$ cat src/rtl/arith_pkg.sv
// arith_pkg: shared FSM encoding and default operand widths for the
// sequential arithmetic blocks (divider and multiplier).
// Ports: none (package).
package arith_pkg;
    localparam int ARITH_N_W = 16;
    localparam int ARITH_D_W = 8;
    typedef enum logic [1:0] {
        ST_IDLE = 2'd0,
        ST_RUN  = 2'd1,
        ST_DONE = 2'd2
    } arith_state_e;
endpackage

$ cat src/rtl/sequential_divider.sv
// sequential_divider: unsigned restoring divider, one quotient bit per clock, MSB first.
// Ports:
//   clk          rising-edge clock
//   reset        asynchronous active-low reset
//   start        begin a division (sampled only in IDLE)
//   dividend     N_W-bit unsigned dividend, captured on accepted start
//   divisor      D_W-bit unsigned divisor, captured on accepted start
//   busy         high while the division steps run
//   done         one-cycle pulse, results valid in that cycle
//   quotient     registered N_W-bit quotient
//   remainder    registered D_W-bit remainder
//   div_by_zero  registered flag, valid with done
module sequential_divider
    import arith_pkg::*;
#(
    parameter int N_W = ARITH_N_W,
    parameter int D_W = ARITH_D_W
) (
    input  logic           clk,
    input  logic           reset,
    input  logic           start,
    input  logic [N_W-1:0] dividend,
    input  logic [D_W-1:0] divisor,
    output logic           busy,
    output logic           done,
    output logic [N_W-1:0] quotient,
    output logic [D_W-1:0] remainder,
    output logic           div_by_zero
);
    localparam int C_W = (N_W > 1) ? $clog2(N_W) : 1;

    arith_state_e   r_state;
    arith_state_e   w_next;
    logic [N_W-1:0] r_dividend;
    logic [N_W-1:0] r_q;
    logic [D_W-1:0] r_divisor;
    logic [D_W-1:0] r_rem;
    logic [C_W-1:0] r_cnt;
    logic           w_accept;
    logic           w_zero;
    logic           w_last;
    logic           w_bit;
    logic           w_ge;
    logic [D_W:0]   w_part;
    logic [D_W:0]   w_diff;
    logic [D_W-1:0] w_rem_next;
    logic [N_W:0]   w_q_shift;

    assign w_accept   = (r_state == ST_IDLE) && start;
    assign w_zero     = (divisor == '0);
    assign w_last     = (r_cnt == '0);
    // The captured dividend is never shifted; the counter selects the next bit.
    assign w_bit      = r_dividend[r_cnt];
    assign w_part     = {r_rem, w_bit};
    assign w_diff     = w_part - {1'b0, r_divisor};
    assign w_ge       = (w_part >= {1'b0, r_divisor});
    // When no subtraction happens the partial value is below the divisor, so its MSB is 0.
    assign w_rem_next = w_ge ? w_diff[D_W-1:0] : w_part[D_W-1:0];
    assign w_q_shift  = {r_q, w_ge};

    always_ff @(posedge clk or negedge reset) begin
        if (!reset) r_state <= ST_IDLE;
        else        r_state <= w_next;
    end

    always_comb begin
        w_next = (r_state == ST_IDLE) ? (start ? (w_zero ? ST_DONE : ST_RUN) : ST_IDLE) :
                 (r_state == ST_RUN)  ? (w_last ? ST_DONE : ST_RUN) :
                                        ST_IDLE;
    end

    always_comb begin
        busy = (r_state == ST_RUN);
        done = (r_state == ST_DONE);
    end

    always_ff @(posedge clk or negedge reset) begin
        if (!reset) begin
            r_dividend  <= '0;
            r_divisor   <= '0;
            r_rem       <= '0;
            r_q         <= '0;
            r_cnt       <= '0;
            quotient    <= '0;
            remainder   <= '0;
            div_by_zero <= 1'b0;
        end else if (w_accept) begin
            r_dividend <= dividend;
            r_divisor  <= divisor;
            r_rem      <= '0;
            r_q        <= '0;
            r_cnt      <= C_W'(N_W - 1);
            // A zero divisor skips the steps and publishes the saturated result at once.
            if (w_zero) begin
                quotient    <= '1;
                remainder   <= dividend[D_W-1:0];
                div_by_zero <= 1'b1;
            end
        end else if (r_state == ST_RUN) begin
            r_rem <= w_rem_next;
            r_q   <= w_q_shift[N_W-1:0];
            r_cnt <= r_cnt - C_W'(1);
            if (w_last) begin
                quotient    <= w_q_shift[N_W-1:0];
                remainder   <= w_rem_next;
                div_by_zero <= 1'b0;
            end
        end
    end
endmodule

$ cat config.mk
export PLATFORM = sky130hd
export DESIGN_NAME = sequential_divider
export DESIGN_NICKNAME = d
export VERILOG_FILES = /design/src/rtl/arith_pkg.sv /design/src/rtl/sequential_divider.sv
export SDC_FILE = /design/constraint.sdc
export NUM_CORES = 1
export LEC_CHECK = 0
export ABC_CLOCK_PERIOD_IN_PS = 7700
export CORE_ASPECT_RATIO = 0.7
export CORE_MARGIN = 2
export CORE_UTILIZATION = 40
export CTS_BUF_LIST = sky130_fd_sc_hd__clkbuf_16
export DETAILED_ROUTE_END_ITERATION = 12
export GPL_TIMING_DRIVEN = 0
export SYNTH_ARGS = -nofsm -noshare
export SYNTH_HDL_FRONTEND = slang
export SYNTH_SLANG_ARGS = --single-unit
$ cat constraint.sdc
create_clock -name clk -period 7.7 [get_ports clk]
set_clock_uncertainty 0.1 [all_clocks]
set_input_delay 0.77 -clock clk [delete_from_list [all_inputs] [get_ports clk]]
set_output_delay 0.77 -clock clk [all_outputs]
set_load 0.01 [all_outputs]
After elaboration in Yosys (flattened, before gate mapping)
Index checks and enable logic that the tools add are counted. Widths: inputs -> output; s select.

$add $sub $neg: 2. $lt $le $gt $ge: 2. Equality and inequality tests: 3. Multiplexer cells: 26. Reduce and logical (&&, ||, !) cells: 7.

Operators by type and width (count): $mux 16 (4); $mux 8 (7); $mux 15 (2); $mux 2 (5); $ge 9x8->1 (1); $logic_not 8->1 (1); $mux 4 (2); $sub 8x8->8 (1); $lt 4x5->1 const B (1); $mux 1 (5); $bmux 1 s4 (1); $logic_not 4->1 (1); $reduce_bool 2->1 (2); $sub 4x1->4 const B (1); $reduce_and 3->1 (1); $eq 2x1->1 const B (1); $eq 2x2->1 const B (1); $logic_not 2->1 (1); $ne 2x1->1 const B (1); $logic_and 1x1->1 (1).

Register bits: 78. Logic and storage cells: 49.

Longest topological paths before layout
Depth after elaboration: 7. Mapped depth: 12. Depth with buffers taken out: 11.

Worst setup path before layout
OpenSTA, ideal clock, no wires.

Kind: register to register. Start: reg r_cnt[0]. End: reg r_rem[1]. Data arrival time: 2.894 ns. Required time: 7.504 ns. Slack: 4.610 ns. Cell stages (with the launch flop): 13. Buffers on the path: 2. Path through: dfrtp_1 > buf_6 > mux4_1 > mux4_2 > clkinv_1 > ha_1 > nor2b_1 > o21ai_1 > a31oi_1 > nor4_1 > buf_4 > mux2_2 > o31ai_1.

Longest elaborated chain between the ends: 6. Elaborated cells between the ends (all ways): 7. Those cells by class: add/sub: 1; order compare: 1; mux: 5.

RTL lines: from (decl) (RTL line sequential_divider.sv:38) `logic [C_W-1:0] r_cnt;`; from (signal assigned) (RTL line sequential_divider.sv:92) `r_cnt <= C_W'(N_W - 1);`; from (signal assigned) (RTL line sequential_divider.sv:102) `r_cnt <= r_cnt - C_W'(1);`; $bmux 1 s4 (*) (RTL line sequential_divider.sv:53) `assign w_bit = r_dividend[r_cnt];`; $mux 1 (implied by the code) (*) (RTL line sequential_divider.sv:53); $sub 8x8->8 or $ge 9x8->1 (tied branches) (RTL line sequential_divider.sv:55, sequential_divider.sv:56); $mux 8 (*) (RTL line sequential_divider.sv:58) `assign w_rem_next = w_ge ? w_diff[D_W-1:0] : w_part[D_W-1:0];`; $mux 8 (*) (RTL line sequential_divider.sv:99) `end else if (r_state == ST_RUN) begin`; $mux 8 (*) (RTL line sequential_divider.sv:87) `end else if (w_accept) begin`; to (signal assigned) (RTL line sequential_divider.sv:100) `r_rem <= w_rem_next;`; to (decl) (RTL line sequential_divider.sv:37) `logic [D_W-1:0] r_rem;`.

Mark *: on every way between the ends. The rest lies on a longest branch, timed or not. The select of a mux whose other input is x is not followed. A chain may end at the register's enable or synchronous reset.

Worst setup path after layout
Same ends and word-level chain as after synthesis.

==> reports/qor.yml <==
worst_setup_path:
  kind_of_start_point_of_the_critical_path: "register"
  path_max_fanout: 10
  critPathKind: "reg -> reg"
  worst-endpoint-required_ps: 7840
  critPathCaptureType: "register"
  cp_data_arrival_time_ps: 3690
synthesis:
  synth_cells: 364
  yosysSeqAreaShare_pct: 54.2
  postSynth.asyncResetShare_pct: 100
  synth.ff_latch_count: 78
  ys.flop_type: "sky130_fd_sc_hd__dfrtp_1"
  synth_enable_flop_cells: 0
  ys_types: 46
  yosys_warnings: 0
  synthesis.nets: 401
  post_synth.cell_area_avg_um2: 9.90
  syn_area_um2: 3600
sta:
  finalSetupTns_ps: 0
  post-route-min-period_ps: 3550
  timing_max_transition_violations_final: 0
  timing.final.setup_violations: 0
  grt_setup_unrepaired: "no"
  fmax_ghz: 0.282
  hold_viol_final: 0
  final.period_utilization_pct: 46.0
  setup_slack_ps: 4150
  timing.max_slew.rel_slack_pct: 56.1
  worst_slew_pin_slew_ps: 655
clocking:
  postCtsHoldBufs: 0
  h-tree-depth: 3
  postCtsSetupRepairBufs: 0
  cts_buffer_depth: 2
  cts_inserted_buffers: 9
  worst_setup_hold_path_clk_slew_ps: 60
  worstSkewPairLatency_ps: 340
  tritoncts: "done"
  ctsResizeCount: 0
  cts-root-buf: "sky130_fd_sc_hd__clkbuf_16"
  cts.sink_count: 78
grt:
  largest_net_degree_at_the_start_of_global_routing: 51
  wire_length_of_the_first_global_routing_pass_um: 14800
  grt_pass1_vias: 2913
  grt.overflow.total: 0
  grt_antenna_before_repair: 0
  grt_util_all_layers_pct: 19.6
floorplanning:
  io_pins: 54
  dieHeight_um: 83.4
  coreArea_um2: 8580
  floorplan.die.width_um: 117
  initial_utilization_pct: 42.0
  rows: 28
  design.die.area_um2: 9800
finish:
  antenna-diode-count: 0
  fillerInstances: 801
  most-common-layout-cells: "sky130_fd_sc_hd__nand2_1 (107), sky130_fd_sc_hd__dfrtp_1 (78), sky130_fd_sc_hd__clkdlybuf4s50_1 (52)"
  final_design_area_no_fill_um2: 4650
  final_net_count: 466
  register_area_um2: 1950
  final_layout_size_suffix_gt1_share_pct: 7.37
  area_growth_syn_to_layout_pct: 29.0
  multi_input_comb_area_um2: 1520
  mostFrequentLayoutCell: "sky130_fd_sc_hd__nand2_1"
flow_run:
  cap_violations: 0
place:
  placement.cell_area_um2: 4310
  place.detailed.hpwl_um: 6350
  buffer_ports.inserted: 53
  gpl.final_weighted_congestion: 0.789
  dp_slack_ps: 4170
run_status:
  outcome: "finished clean"
power:
  peakVddDrop_mv: 0.201
  power_density_nw_per_um2: 475
  leakagePower_nw: 2.13
route:
  route.detailed.vias_per_inst: 5.12
  via_count: 2838
  drt-wirelength-per-cell_um: 15.7
  final_antenna_net_count: 0
  remaining_drc_errors: 0
  drt_iter0_drc: 193
  totalWireLength_um: 8710
  drt-pass1-iter-count: 4
min_path:
  hold_path.class: "in -> async"
[worst max-delay path: stages (launching register included)]
cell                       delay, ps
sky130_fd_sc_hd__dfrtp_1         340
sky130_fd_sc_hd__buf_6           130
sky130_fd_sc_hd__mux4_1          560
sky130_fd_sc_hd__mux4_2          480
sky130_fd_sc_hd__clkinv_1         80
sky130_fd_sc_hd__ha_1            180
sky130_fd_sc_hd__nor2b_1          60
sky130_fd_sc_hd__o21ai_1         340
sky130_fd_sc_hd__a31oi_1         130
sky130_fd_sc_hd__nor4_1          200
sky130_fd_sc_hd__buf_4           260
sky130_fd_sc_hd__mux2_2          380
sky130_fd_sc_hd__o31ai_1         200
[Yosys cell counts, drive strengths merged, types with 6 or more instances]
cell type	instances	area [um^2]
nand2	107	402
dfrtp	78	1950
o21ai	26	134
nand3	17	85.1
clkbuf	15	56.3
a21oi	14	77.6
a22o	14	123
inv	10	37.5
ha	9	113
nor2	9	33.8
mux2i	6	60.1
[per-stage QoR]
stage | cells | total power (W) | utilization (%) | hold slack (ps)
after floorplan | 364 | 0.00139 | - | 337
after global placement | 537 | 0.00171 | 49.9 | 357
after detailed placement | 538 | 0.00173 | 50.2 | 356
after CTS | 554 | 0.00222 | 54.2 | 262
after global routing | 554 | 0.00239 | 54.2 | 281
final | 554 | 0.00221 | 54.2 | 260
[cell families after synthesis]
kind of cell / synth area share (%)
mux: 5.83
buf+inv: 3.72
simple gates: 19.1
fa+ha+maj: 3.68
xor+xnor: 1.46
flops: 54.2
compound gates: 12.1
[report_power, final]
group	total [W]	switching (W)	internal (W)
combinational	0.00100	0.000515	0.000490
sequential	0.000722	0.000117	0.000605
clock	0.000481	0.000166	0.000315
total	0.00221	0.000799	0.00141
[routing by layer]
metal  GRT usage (%)  vias up  share of wire (%)
met5               0        -                  0
met4            5.91        0                1.3
met3            5.22       11                5.8
met2            29.2       66                 44
met1            28.0     1380                 49
li1                -     1381                  -
[layout make-up]
class,count,share of cell area [%]
plain buffers,20,1.91
multi-input cells,254,32.7
clock buffers,9,4.85
repair buffers,54,12.0
inverters,12,0.969
well taps,120,3.23
flip-flops and latches,78,42.0
clock inverters,7,2.45
[worst paths after layout]
path                                            from                         to  slack, ps  cells after the start
min in group clk           r_dividend[3]$_DFFE_PN0P_  r_dividend[3]$_DFFE_PN0P_        370                      2
setup reg to reg                r_cnt[0]$_DFFE_PN0P_       r_rem[1]$_DFFE_PN0P_       4150                     12
setup / recovery                r_cnt[0]$_DFFE_PN0P_       r_rem[1]$_DFFE_PN0P_       4150                     12
hold / removal                                 reset   r_divisor[3]$_DFFE_PN0P_        260                      1
hold reg to reg            r_dividend[3]$_DFFE_PN0P_  r_dividend[3]$_DFFE_PN0P_        370                      2
max in group asynchronous                      reset   quotient[15]$_DFFE_PN0P_       6670                      2
[sequential cells by signal (all words and copies together), names as in the netlist]
name         cells
quotient        16
r_rem            8
r_dividend      16
remainder        8
r_q             15
div_by_zero      1
r_divisor        8
r_state          2
r_cnt            4
Note: power is estimated with default switching activity, not from simulation.
